File: src/rtl/mips_pkg.sv
// Shared definitions for the MIPS register-file write path.
//   req_id_t  : requester identifier (ALU=0, MEM=1, JAL=2, NONE=3)
//   reg_idx_t : 5-bit architectural register index
//   LINK_REG  : destination register of every link (jal) write
//   next_id   : round-robin successor within {ALU, MEM, JAL}
package mips_pkg;

    typedef logic [4:0] reg_idx_t;
    typedef logic [1:0] req_id_t;

    localparam req_id_t  ID_ALU   = 2'd0;
    localparam req_id_t  ID_MEM   = 2'd1;
    localparam req_id_t  ID_JAL   = 2'd2;
    localparam req_id_t  ID_NONE  = 2'd3;

    localparam reg_idx_t LINK_REG = 5'd31;

    // Successor modulo 3; NONE never reaches here in practice.
    function automatic req_id_t next_id(input req_id_t id);
        return (id == ID_JAL) ? ID_ALU : req_id_t'(id + 2'd1);
    endfunction

endpackage

File: src/rtl/rr_arbiter3.sv
// Three-way round-robin arbiter for the register-file write port.
//   i_clk, i_reset : clock, synchronous active-high reset
//   i_req[2:0]     : request vector indexed by requester id
//   i_hold         : suppresses every grant while high
//   o_gnt[2:0]     : one-hot grant (combinational)
//   o_gnt_id       : id of the granted requester, NONE when idle
module rr_arbiter3 (
    input  logic       i_clk,
    input  logic       i_reset,
    input  logic [2:0] i_req,
    input  logic       i_hold,
    output logic [2:0] o_gnt,
    output logic [1:0] o_gnt_id
);
    import mips_pkg::*;

    logic [1:0] r_ptr;     // highest-priority requester this cycle
    logic [1:0] w_idx;
    logic [3:0] w_req;     // padded so a 2-bit index is always in range

    assign w_req = {1'b0, i_req};

    // Walk ptr, ptr+1, ptr+2 (mod 3); first active request wins.
    // No grant is issued during reset so nothing handshakes then.
    always_comb begin
        o_gnt_id = ID_NONE;
        w_idx    = r_ptr;
        if (!i_reset && !i_hold) begin
            for (int k = 0; k < 3; k++) begin
                if (o_gnt_id == ID_NONE && w_req[w_idx])
                    o_gnt_id = w_idx;
                w_idx = next_id(w_idx);
            end
        end
    end

    always_comb begin
        o_gnt    = '0;
        o_gnt[0] = (o_gnt_id == ID_ALU);
        o_gnt[1] = (o_gnt_id == ID_MEM);
        o_gnt[2] = (o_gnt_id == ID_JAL);
    end

    always_ff @(posedge i_clk) begin
        if (i_reset)
            r_ptr <= ID_ALU;
        else if (o_gnt_id != ID_NONE)
            r_ptr <= next_id(o_gnt_id);
    end

endmodule

File: src/rtl/mips_rf_write_arbiter.sv
// Register-file write arbiter: ALU, load and link (jal) writebacks compete
// for the single register-file write port.
//   clk, reset                 : clock, synchronous active-high reset
//   alu_* / mem_*              : valid/reg/data requesters with ready
//   jal_valid/jal_pc/jal_ready : link write to LINK_REG of jal_pc+LINK_OFFSET
//   rf_hold                    : blocks all grants
//   rf_write_en/reg/data       : registered write port (latency 1)
//   grant_id                   : requester granted last cycle (3 = none)
//   pending_mask               : destinations of valid, not-yet-granted requests
module mips_rf_write_arbiter #(
    parameter int unsigned LINK_OFFSET = 2,
    parameter logic [4:0]  LINK_REG    = mips_pkg::LINK_REG
) (
    input  logic        clk,
    input  logic        reset,
    input  logic        alu_valid,
    input  logic [4:0]  alu_reg,
    input  logic [31:0] alu_data,
    output logic        alu_ready,
    input  logic        mem_valid,
    input  logic [4:0]  mem_reg,
    input  logic [31:0] mem_data,
    output logic        mem_ready,
    input  logic        jal_valid,
    input  logic [31:0] jal_pc,
    output logic        jal_ready,
    input  logic        rf_hold,
    output logic        rf_write_en,
    output logic [4:0]  rf_write_reg,
    output logic [31:0] rf_write_data,
    output logic [1:0]  grant_id,
    output logic [31:0] pending_mask
);
    import mips_pkg::*;

    logic [2:0]  w_gnt;
    logic [1:0]  w_gnt_id;
    reg_idx_t    w_dst;
    logic [31:0] w_dat;
    logic [31:0] w_link_data;

    logic        r_we;
    reg_idx_t    r_reg;
    logic [31:0] r_data;
    logic [1:0]  r_gid;

    rr_arbiter3 u_arb (
        .i_clk    (clk),
        .i_reset  (reset),
        .i_req    ({jal_valid, mem_valid, alu_valid}),
        .i_hold   (rf_hold),
        .o_gnt    (w_gnt),
        .o_gnt_id (w_gnt_id)
    );

    assign alu_ready = w_gnt[0];
    assign mem_ready = w_gnt[1];
    assign jal_ready = w_gnt[2];

    // Link address wraps modulo 2^32.
    assign w_link_data = jal_pc + 32'(LINK_OFFSET);

    always_comb begin
        w_dst = '0;
        w_dat = '0;
        case (w_gnt_id)
            ID_ALU:  begin w_dst = alu_reg;  w_dat = alu_data;    end
            ID_MEM:  begin w_dst = mem_reg;  w_dat = mem_data;    end
            ID_JAL:  begin w_dst = LINK_REG; w_dat = w_link_data; end
            default: ;
        endcase
    end

    // A grant to r0 still completes the handshake but never writes.
    // Idle cycles leave reg/data as they were; only en and id drop.
    always_ff @(posedge clk) begin
        if (reset) begin
            r_we   <= 1'b0;
            r_reg  <= '0;
            r_data <= '0;
            r_gid  <= ID_NONE;
        end else if (w_gnt_id != ID_NONE) begin
            r_we   <= (w_dst != 5'd0);
            r_reg  <= w_dst;
            r_data <= w_dat;
            r_gid  <= w_gnt_id;
        end else begin
            r_we   <= 1'b0;
            r_gid  <= ID_NONE;
        end
    end

    assign rf_write_en   = r_we;
    assign rf_write_reg  = r_reg;
    assign rf_write_data = r_data;
    assign grant_id      = r_gid;

    // The request being granted this cycle is no longer pending.
    always_comb begin
        pending_mask = '0;
        if (alu_valid && !w_gnt[0]) pending_mask[alu_reg]  = 1'b1;
        if (mem_valid && !w_gnt[1]) pending_mask[mem_reg]  = 1'b1;
        if (jal_valid && !w_gnt[2]) pending_mask[LINK_REG] = 1'b1;
        pending_mask[0] = 1'b0;
    end

endmodule

File: config.mk
export PLATFORM = sky130hd
export DESIGN_NAME = mips_rf_write_arbiter
export DESIGN_NICKNAME = d
export VERILOG_FILES = /design/src/rtl/mips_pkg.sv /design/src/rtl/rr_arbiter3.sv /design/src/rtl/mips_rf_write_arbiter.sv
export SDC_FILE = /design/constraint.sdc
export NUM_CORES = 1
export LEC_CHECK = 0
export BUFFER_PORTS_ARGS = -buffer_cell sky130_fd_sc_hd__buf_2
export CORE_AREA = 2 2 92 94
export DETAILED_ROUTE_END_ITERATION = 7
export DIE_AREA = 0 0 94 96
export PLACE_DENSITY = 0.73
export SETUP_SLACK_MARGIN = 0.02
export SKIP_CTS_REPAIR_TIMING = 1
export SYNTH_ARGS = -nofsm -noshare
export SYNTH_HDL_FRONTEND = slang
export SYNTH_SLANG_ARGS = --single-unit
File: constraint.sdc
create_clock -name clk -period 2.9 [get_ports clk]
set_input_delay 0.58 -clock clk [delete_from_list [all_inputs] [get_ports clk]]
set_output_delay 0.58 -clock clk [all_outputs]
set_load 0.01 [all_outputs]
==> results of run 1 <==
[critical path, stage by stage]
cell and delay, ps:
buf_2 210, a21boi_1 150, o211ai_4 110, inv_2 50, or4b_1 630, o22ai_1 240
buf_2 160
[power by group]
part,internal [mW],switching (mW),total [mW]
Clock,0.254,0.218,0.471
Combinational,0.196,0.258,0.454
Sequential,0.623,0.0269,0.649
Total,1.07,0.502,1.57
[cell type report]
type | instances | area share
flip-flops and latches | 42 | 0.200
inverters | 11 | 0.00982
clock inverters | 3 | 0.00952
multi-input cells | 310 | 0.491
clock buffers | 5 | 0.0164
well taps | 105 | 0.0312
repair buffers | 197 | 0.242
[placed cells by master (no fill, tap or decap), types with 3 or more instances in the layout]
cell type	count
a211oi_1	15
a21oi_1	10
a221oi_1	18
a222oi_1	3
a22oi_1	5
a2bb2oi_1	7
and3_1	4
and4_1	6
buf_2	185
buf_4	12
clkbuf_8	5
dfxtp_1	41
inv_1	9
nand2_1	26
nand2b_1	5
nand3_1	14
nand3b_1	4
nand4_1	13
nor2_1	53
nor3_1	6
nor4_1	4
o21ai_0	5
o221ai_1	3
o22ai_1	29
o32ai_1	18
or2_2	4
xnor2_1	22
xor2_1	6
[worst paths after layout]
check                                    endpoint  cells past startpoint
worst max-delay path             pending_mask[20]                      7
worst min-delay path              rf_write_reg[4]                      2
worst max register to register  rf_write_data[20]                      5
worst min register to register    rf_write_reg[4]                      2
[metal layers]
layer  global-route usage  routed length, um  vias to the layer above
met3               0.0579               1210                       15
li1                     -                  -                     1866
met1                0.292               4500                     1792
met4               0.0749                178                        0
met2                0.470               5860                      248
met5                    0                  0                        -
[through the flow]
step | area (um^2) | instances
after floorplan | 3130 | 399
after global placement | 4100 | 665
after detailed placement | 4100 | 665
after CTS | 4210 | 673
after global routing | 4210 | 673
final | 4210 | 673
[kinds of logic after synthesis]
kind of cell             Yosys count  share of synthesized area
AND/OR/NAND/NOR                  154                      0.255
AO/OA/AOI/OAI                    124                      0.313
buffers and inverters             47                     0.0728
flip-flops                        42                      0.269
XOR/XNOR                          28                     0.0784
multiplexers                       2                    0.00640
adder cells (fa/ha/maj)            1                    0.00400
other                              1                    0.00120
==> results, run 1 <==
- The worst clock skew is 6.69 ps.
- Adding up every negative setup slack in the final design gives 0 ps.
- TritonCTS built the clock tree.
- In this run the static leakage power is 1.85 nW.
- The critical path endpoint category is an output port.
- The hold violation total from the final report is 0.
- Among all flip-flop cells after synthesis, the most frequent one is dfxtp_1.
- The share of post-route cells with drive strength above 1 is 0.398.
- Synthesis produced a netlist whose cell count is 399.
- The total wirelength of the detailed-routed design is 11700 um.
- The pre-antenna-repair detailed-routing pass consisted of 5 iterations.
- The most frequent cell after synthesis is nor2_1.
- The wire-length estimate of the detail-placed layout is 8950 um.
- The origin of the critical flop-to-flop path is u_arb.r_ptr[0].
- The setup path with the least slack is of type in2out.
- For this run the aggregate overflow at the end of global routing stands at 0.
- The initial antenna violation count came to 0.
- The critical path data arrival time is 2130 ps.
- The number of rows created at floorplan is 33.
- The fraction of registers with async set/reset is 0.
- The post-synthesis sequential area ratio is 0.269.
- The die height is 96 um.
- The startpoint identified for the worst hold timing path is rf_write_reg[4].
- Setup repair after global routing left no endpoint under its margin.
- The number of slew-limit violations in the final report is 0.
- The number of design rule violations left after detail routing is 0.
- The count of boundary I/O pins is 187.
- The multi-input combinational cells in the finished layout cover a total of 0.00207 mm^2.
- The horizontal die dimension is 94 um.
- The clock network latency to the later pin of the worst-skew pair is 290 ps.
- The clock input transition at the sequential cells of the worst setup and hold paths is 90 ps.
- The transition at the pin with the smallest max-transition slack is 536 ps.
- The final layout contains 680 nets.
- Dividing the detail-routed via count by the number of cells gives 5.83.
- The register with the most flip-flops in the layout has 32 of them.
- The setup slack on the worst flop-to-flop path is 820 ps.
- After detailed routing, the average wire length per cell comes to 17.5 um.
- Across the run, the number of max-cap violations was 0.
- The fraction of the core area covered by cells at the end of the flow is 0.522.
- For this design the ratio of total power to cell area is 374 mW/mm^2.
- The area of the die is 0.00902 mm^2.
- The flow ran to the end, and the final reports show no timing, DRC or antenna violations.
- In the global route stage, overall resource usage came out at 0.254.
- Setup slack closes at 189 ps.
- The endpoint required time on the critical path is 2320 ps.
- The antenna violation net count after detailed routing is 0.
- In this run, synthesis produced a sequential element count of 42.
- The number of antenna repair diodes is 0.
- The first global-routing pass estimated 17900 um of wire.
- Counting instances in the post-synthesis netlist gives the leading cell types as nor2_1, dfxtp_1, o22ai_1, nand2_1, xnor2_1.
- The post-synthesis cell type count is 57.
- The highest ir drop seen on vdd is 216 uV.
- The H-tree was split into 2 levels.
- In this run the mean area of a mapped cell was 7.84 um^2.
- Of the post-synthesis cell area, the dominant cell type holds 0.269.
- The longest clock path from root to sink contains 2 buffers.
- In this run the tightest slew margin relative to its limit is 0.643.
- The cell sitting at the root of the clock tree is a clkbuf_8.
- The type of the worst min-delay path is reg2reg.
- The number of failing setup endpoints in the final timing report is 0.
- Subtracting the final worst setup slack from the clock period gives 2710 ps.
- The CTS sink count is 42.
- In the post-synthesis netlist, the biggest area contributors are dfxtp_1, nor2_1, xnor2_1, o22ai_1, a221oi_1.
- After filler insertion, the fill cell instance count of the layout stands at 769.
- The number of global-route vias before repair is 3691.
- For this configuration, the core starts out at a cell density of 0.389.
- Counting the buffers created by CTS gives 5.
- The weighted congestion reported at the end of routability-driven placement is 0.852.
- Entering global routing, the biggest net connects 41 pins.
- Tracing the worst setup path back leads to its startpoint at alu_valid.
- The number of synthesis warnings is 0.
- The synthesized design contains 0 enable-type register cells.
- The sequential cells in the finished layout cover a total of 842 um^2.
- Derived from the worst setup path, the maximum achievable clock frequency is 0.369 GHz.
- The largest area contributor in the netlist is dfxtp_1.
- Port buffering added 185 buffers.
- The number of design-rule violations left by the first detailed-router iteration is 168.
- The mapped netlist covers 0.00313 mm^2.
- The worst hold slack is 458 ps.
- The signed area change from the synthesized netlist to the final layout is 34.4%.
- Of all nets on the critical path, the largest fanout is 12.
- The synthesized netlist net count is 512.
- The detailed router placed 3921 vias in this run.
- In the finished design, the share of the clock period the worst path needs comes to 0.935.
- The category of the worst setup path launch point is an input pin.
- The pre-CTS worst setup slack is 199 ps.
- The total area inside the core boundary comes to 0.00805 mm^2.
- The total power after layout is 1.57 mW.
No activity file was read; power rests on OpenSTA's default activity.
==> inputs of run 2 (changes only) <==
--- a/config.mk
+++ b/config.mk
@@ -6,12 +6,14 @@
 export NUM_CORES = 1
 export LEC_CHECK = 0
 export BUFFER_PORTS_ARGS = -buffer_cell sky130_fd_sc_hd__buf_2
-export CORE_AREA = 2 2 92 94
+export CORE_AREA = 2 2 95 97
 export DETAILED_ROUTE_END_ITERATION = 7
-export DIE_AREA = 0 0 94 96
-export PLACE_DENSITY = 0.73
+export DIE_AREA = 0 0 97 99
+export GPL_TIMING_DRIVEN = 0
+export PLACE_DENSITY = 0.72
 export SETUP_SLACK_MARGIN = 0.02
 export SKIP_CTS_REPAIR_TIMING = 1
 export SYNTH_ARGS = -nofsm -noshare
 export SYNTH_HDL_FRONTEND = slang
+export SYNTH_HIERARCHICAL = 1
 export SYNTH_SLANG_ARGS = --single-unit
==> results, run 2 <==
- Traced cell by cell, the critical path runs through buf_2 -> nor2b_1 -> o21ai_0 -> and4_1 -> nor2b_1 -> nand2_1 -> o22ai_1 -> buf_2.
- The count of boundary I/O pins is 187 (unchanged).
- The origin of the critical flop-to-flop path is u_arb/r_ptr[0].
- The largest net degree at the start of global routing is 13 (-68%).
- The initial antenna violation count came to 0 (unchanged).
- The setup slack on the worst flop-to-flop path came to 280 ps (-540 ps).
- The synthesized instance count is 407 (+2.0%).
- By count the netlist is led by dfxtp_1, o22ai_1, nor2_1, nand2_1.
- The library cell used most frequently in the layout, excluding fill and tap cells, is buf_2.
- The maximum fanout count along the critical path is 7 (-5).
- The area of the die is 0.00960 mm^2 (+6.4%).
- The transition at the pin with the smallest max-transition slack is 873 ps (+336 ps).
- The TritonCTS clock tree is done.
- The start point of the worst hold path is reset.
- The horizontal die dimension came to 97 um (+3.2%).
- The run finished with clean final reports.
- The most used flip-flop cell after synthesis is dfxtp_1.
- The leakage power of the design is 2.02 nW (+9.1%).
- The most congested layer reported by global routing is met2.
- Setup repair after global routing left no endpoint under its margin.
- The post-synthesis sequential area ratio is 0.250 (-0.0188).
- The number of antenna repair diodes is 0 (unchanged).
- The share of post-route cells with drive strength above 1 is 0.433 (+0.0354).
- The worst clock skew is 5.11 ps (-1.58 ps).
- The CTS sink count is 42 (unchanged).
- The antenna violation net count after detailed routing came to 0 (unchanged).
- The critical path data arrival time was 2250 ps (+120 ps).
- The final clock period utilization by the worst path was 0.974 (+0.0394).
- The relative max-transition margin was 0.413 (-0.230).
- The post-synthesis cell type count was 65 (+14%).
- The die height was 99 um (+3.1%).
- The mean area per synthesized cell was 8.27 um^2 (+5.4%).
- The number of buffers created by CTS is 5 (unchanged).
- In the post-synthesis netlist, the biggest area contributors are dfxtp_1, mux2_2, o22ai_1, o221ai_1, nor2_1.
- The number of flip-flops in the largest register was 32 (unchanged).
- The number of synthesized flops with an enable pin came to 0 (unchanged).
- The number of design rule violations left after detail routing is 0 (unchanged).
- The highest ir drop seen on vdd is 203 uV (-6.2%).
- dfxtp_1 takes more of the synthesized area than any other cell.
- The category of the worst setup path launch point is an input pin.
- The end of the worst register-to-register path is rf_write_data[29].
- The number of design-rule violations left by the first detailed-router iteration is 167 (-0.60%).
- The number of vias after detailed routing is 4245 (+8.3%).
- The worst hold slack was 473 ps (+14.5 ps).
- The sum of negative setup slack is 0 ps (unchanged).
- The number of levels the H-tree was split into is 2 (unchanged).
- The met2 usage in global routing was 0.442 (-0.0279).
- The register area is 841 um^2 (-0.15%).
- The shortest clock period the worst path allows after layout is 2830 ps (+114 ps).
- The final routed wire length divided by cell count is 18.4 um (+5.2%).
- The maximum clock frequency was 0.354 GHz (-4.0%).
- The total standard cell area after synthesis was 0.00336 mm^2 (+7.5%).
- The number of iterations in the first detailed-routing pass was 5 (unchanged).
- The sum of overflow across all layers after global routing is 0 (unchanged).
- The critical path endpoint category is an output port.
- The vias per cell is 6.00 (+2.9%).
- The number of failing setup endpoints in the final timing report is 0 (unchanged).
- The maximum buffer depth of the clock tree is 2 (unchanged).
- The starting density of the core is 0.393 (+0.00482).
- The clock input transition at the sequential cells of the worst setup and hold paths is 80 ps (about the same).
- The total wirelength of the detailed-routed design came to 13000 um (+11%).
- In the layout the commonest cells are buf_2, dfxtp_1, o22ai_1, nor2_1, nand2_1.
- The register bit count reported by yosys is 42 (unchanged).
- The number of global-route vias before repair is 4055 (+9.9%).
- The endpoint with the worst hold slack is u_arb/r_ptr[1].
- The synthesized netlist net count came to 520 (+1.6%).
- The max capacitance violation total was 0 (unchanged).
- The met1 usage is 0.329 (+0.0376).
- The tree is rooted in a clkbuf_8.
- The overall track demand over capacity in global routing is 0.259 (+0.00512).
- The estimated wirelength of the detail-placed design is 10200 um (+15%).
- The largest delay contributor family on the critical path is simple AND/OR/NAND/NOR gates.
- Among all cell types in the netlist, the one instantiated most often is dfxtp_1.
- For this design, the slowest cell found on the critical path is nor2b_1.
- The worst setup path is of the in2out kind.
- Relative to the synthesized area, the layout overhead comes to 34.6%.
- The worst hold path belongs to the class in2reg.
- The number of buffers added on ports is 184 (-0.54%).
- The met3 usage in global routing is 0.0553 (-0.00263).
- The cell depth of the worst min-delay path was 2 (unchanged).
- The endpoint required time on the critical path is 2320 ps (about the same).
- The hold violation total from the final report came to 0 (unchanged).
- The cell depth of the worst flop-to-flop path is 10 (+5).
- The clock network latency to the later pin of the worst-skew pair is 300 ps (about the same).
- The critical path's largest stage delay was 280 ps (-350 ps).
- The weighted congestion reported at the end of routability-driven placement is 0.907 (+6.4%).
- The power per standard cell area is 345 mW/mm^2 (-7.9%).
- The number of slew-limit violations in the final report was 0 (unchanged).
- The multi-input combinational cell area was 0.00235 mm^2 (+13%).
- The number of rows created at floorplan is 34 (+3.0%).
- The fraction of registers with async set/reset is 0 (unchanged).
- The filler cell count was 884 (+15%).
- The number of synthesis warnings came to 6 (+6).
- The floorplan core area came to 0.00855 mm^2 (+6.2%).
- The wire length of the first global-routing pass is 20500 um (+15%).
- The top-area cell type share of the netlist area is 0.250 (-0.0188).
- The net total in the final layout is 713 (+4.9%).
- The buffers plus inverters on the worst setup path is 2 (-1).
[run 2: worst reg2reg max path, stage by stage (launching register included)]
cell and delay [ps]:
dfxtp_1 340, buf_6 130, nor3b_1 190, o21ai_0 110, o211ai_1 160, clkbuf_1 390
buf_1 450, clkbuf_2 360, nor2_1 90, a21oi_1 140, o221ai_1 130
[run 2: cells by family (layout without fill, tap and decap cells)]
kind of cell               after synthesis  in the layout  synth area share
AOI/OAI and AO/OA                      129            129             0.281
xor gates and xnor gates                 9              9            0.0234
other                                    1              1           0.00111
adders and majority gates                1              1           0.00372
muxes                                   33             33             0.117
and+or+nand+nor                        157            157             0.269
buffers and inverters                   35            228            0.0543
DFF                                     42             42             0.250
[run 2: stage by stage]
step	power, mW	setup WS [ps]	std cells	area, um^2	utilization
6_report	1.56	75.0	708	4530	0.530
5_1_grt	1.64	25.6	708	4530	0.530
2_1_floorplan	0.945	448	407	3360	-
4_1_cts	1.56	67.5	706	4500	0.526
3_5_place_dp	1.18	-160	699	4420	0.517
3_3_place_gp	1.17	-102	699	4420	0.517
[run 2: power by group]
group	internal, mW	switching [mW]
clock network	0.162	0.221
registers	0.628	0.0288
logic	0.236	0.285
[run 2: worst max path at each step]
stage,from,to,slack (ps),cells after the start
6_report,jal_valid,pending_mask[16],70,8
5_1_grt,jal_valid,pending_mask[16],30,8
4_1_cts,reset,pending_mask[16],70,9
3_5_place_dp,mem_valid,rf_write_data[29],-160,10
3_3_place_gp,mem_valid,rf_write_data[29],-100,10
2_1_floorplan,reset,pending_mask[12],450,7
[run 2: per-layer routing]
| layer | vias to the layer above | share of wire | wire, um |
|---|---|---|---|
| met5 | - | 0 | 0 |
| met2 | 220 | 0.47 | 6130 |
| met4 | 0 | 0.016 | 202 |
| met1 | 1994 | 0.43 | 5580 |
| li1 | 2011 | - | - |
| met3 | 20 | 0.083 | 1080 |
[run 2: final cells by class]
type                    instances  area share
repair buffers                187       0.208
clock inverters                 2     0.00221
clock buffers                   5      0.0152
well taps                     108      0.0298
plain buffers                  28      0.0356
inverters                       6     0.00497
multi-input cells             330       0.518
flip-flops and latches         42       0.186
==> inputs of run 3 (changes only) <==
==> constraint.sdc (replaced) <==
create_clock -name clk -period 2.9 [get_ports clk]
set_input_delay 0.29 -clock clk [delete_from_list [all_inputs] [get_ports clk]]
set_output_delay 0.29 -clock clk [all_outputs]
set_load 0.01 [all_outputs]
==> results, run 3 (same netlist as run 2, synthesis figures left out) <==
- The most common cell after layout, fill and taps aside is buf_2.
- The number of buffers created by CTS is 5 (unchanged).
- Traced cell by cell, the critical path runs through buf_6 -> nor3b_1 -> o21ai_0 -> o211ai_1 -> clkbuf_1 -> buf_1 -> clkbuf_2 -> nor2_1 -> a21oi_1 -> o221ai_1.
- The largest delay contributor family on the critical path is buffers and inverters.
- The signed area change from the synthesized netlist to the final layout is 33.9%.
- The endpoint required time on the critical path is 3060 ps (+740 ps).
- STA classifies the critical path startpoint as a flip-flop.
- The type of the worst min-delay path is in2reg.
- STA classifies the critical path endpoint as a flip-flop.
- The portion of total power attributed to sequential cells was 0.420 (about the same).
- The number of design rule violations left after detail routing was 0 (unchanged).
- The clock network latency to the later pin of the worst-skew pair is 300 ps (about the same).
- The area after detailed placement is 0.00442 mm^2 (unchanged).
- The weighted congestion reported at the end of routability-driven placement was 0.907 (unchanged).
- The non-filler instance count after layout is 706 (-0.28%).
- The number of iterations in the first detailed-routing pass is 4 (-1).
- The cell depth of the worst flop-to-flop path is 10 (unchanged).
- The end of the worst register-to-register path is rf_write_data[29].
- The maximum fanout count along the critical path is 10 (+3).
- The setup slack on the worst flop-to-flop path is 240 ps (-40 ps).
- The instance count after placement with tap cells included is 699 (unchanged).
- The number of flip-flops in the largest register is 32 (unchanged).
- The relative max-transition margin is 0.421 (+0.00810).
- The capture point of the critical path is rf_write_data[29].
- The buffers plus inverters on the worst setup path came to 4 (+2).
- The area of the die is 0.00960 mm^2 (unchanged).
- The type of the worst setup path is reg2reg.
- The worst clock skew is 11.6 ps (+6.49 ps).
- Setup repair after global routing left no endpoint under its margin.
- The pre-CTS worst setup slack came to 130 ps (+290 ps).
- The transition at the pin with the smallest max-transition slack was 860 ps (-12.0 ps).
- The initial antenna violation count was 0 (unchanged).
- The slack of the critical path is 242 ps (+167 ps).
- The number of design-rule violations left by the first detailed-router iteration is 138 (-17%).
- The leakage power of the design came to 2.01 nW (-0.63%).
- The highest ir drop seen on vdd is 205 uV (+1.3%).
- The maximum buffer depth of the clock tree was 2 (unchanged).
- The fraction of the core area covered by cells at the end of the flow is 0.527 (-0.00278).
- The vias per cell is 5.99 (about the same).
- The total power after layout is 1.56 mW (+0.14%).
- The starting density of the core is 0.393 (unchanged).
- The internal portion of total power is 1.02 mW (-0.18%).
- The count of boundary I/O pins came to 187 (unchanged).
- The largest net degree at the start of global routing is 13 (unchanged).
- The floorplan core area is 0.00855 mm^2 (unchanged).
- The number of buffers added on ports is 184 (unchanged).
- The number of rows created at floorplan is 34 (unchanged).
- The sum of negative setup slack is 0 ps (unchanged).
- The share of post-route cells with drive strength above 1 came to 0.428 (-0.00524).
- The number of slew-limit violations in the final report is 0 (unchanged).
- The switching power summed over all nets is 0.538 mW (+0.76%).
- Leaving out fill and tap cells, the most frequent cells in the layout are buf_2, dfxtp_1, o22ai_1, nor2_1, nand2_1.
- The worst hold slack is 184 ps (-289 ps).
- The design area was 0.00450 mm^2 (-0.52%).
- The hold violation total from the final report is 0 (unchanged).
- The maximum clock frequency is 0.376 GHz (+6.3%).
- The number of failing setup endpoints in the final timing report is 0 (unchanged).
- The share of total power in combinational logic came to 0.332 (-0.002).
- The clock input transition at the sequential cells of the worst setup and hold paths is 90 ps (about the same).
- The power per standard cell area was 347 mW/mm^2 (+0.67%).
- The number of global-route vias before repair is 4055 (unchanged).
- The startpoint identified for the worst register-to-register timing path is u_arb/r_ptr[0].
- The number of levels the H-tree was split into was 2 (unchanged).
- The critical path's largest stage delay is 450 ps (+170 ps).
- Tracing the worst setup path back leads to its startpoint at u_arb/r_ptr[0].
- The number of vias after detailed routing is 4232 (-0.31%).
- The overall track demand over capacity in global routing is 0.259 (unchanged).
- The die height was 99 um (unchanged).
- The max capacitance violation total came to 0 (unchanged).
- The estimated wirelength of the detail-placed design is 10200 um (unchanged).
- The run finished with clean final reports.
- The part of the power in the clock network is 0.248 (+0.003).
- The final routed wire length divided by cell count is 18.5 um (+0.82%).
- The master cell of the clock root buffer is clkbuf_8.
- The switching power share of the total is 0.344 (+0.00211).
- For this design, the slowest cell found on the critical path is buf_1.
- The final clock period utilization by the worst path was 0.916 (-0.0577).
- The total stage count of the critical path came to 10 (+2).
- The wire length of the first global-routing pass is 20500 um (unchanged).
- The shortest clock period the worst path allows after layout came to 2660 ps (-167 ps).
- The CTS sink count came to 42 (unchanged).
- The sum of overflow across all layers after global routing is 0 (unchanged).
- The number of antenna repair diodes is 0 (unchanged).
- The total wirelength of the detailed-routed design is 13100 um (+0.53%).
- The critical path data arrival time came to 2820 ps (+570 ps).
- The net total in the final layout is 711 (-0.28%).
- The antenna violation net count after detailed routing is 0 (unchanged).
- TritonCTS built the clock tree.
- The horizontal die dimension came to 97 um (unchanged).
-- run 3: worst min path at each step --
stage,end,depth (start not counted),slack (ps),startpoint
floorplan,u_arb/r_ptr[1],1,350,reset
global placement,u_arb/r_ptr[1],2,500,reset
detailed placement,u_arb/r_ptr[1],2,500,reset
CTS,u_arb/r_ptr[1],2,180,reset
global route,u_arb/r_ptr[1],2,190,reset
finish,u_arb/r_ptr[1],2,180,reset
-- run 3: area by class of cell --
cell class                 count  area, um^2
tap                          108         135
timing repair buffer         184         921
clock inverter                 2        10.0
fill                         885        4050
buffer                        29         165
sequential                    42         841
multi-input combinational    330        2340
clock buffer                   5        68.8
inverter                       6        22.5
-- run 3: power groups by stage --
stage | combinational (mW) | clock, mW | sequential [mW]
CTS | 0.515 | 0.385 | 0.656
global route | 0.565 | 0.413 | 0.662
floorplan | 0.257 | 0 | 0.688
global placement | 0.506 | 0 | 0.666
finish | 0.519 | 0.387 | 0.657
detailed placement | 0.514 | 0 | 0.669
-- run 3: layer usage --
layer  part of all wire  routed length, um  vias to the layer above  track usage
li1                   -                  -                     1999            -
met1               0.42               5490                     1975        0.329
met2               0.47               6170                      236        0.442
met3              0.091               1200                       22       0.0553
met4              0.017                218                        0       0.0791
met5                  0                  0                        -            0
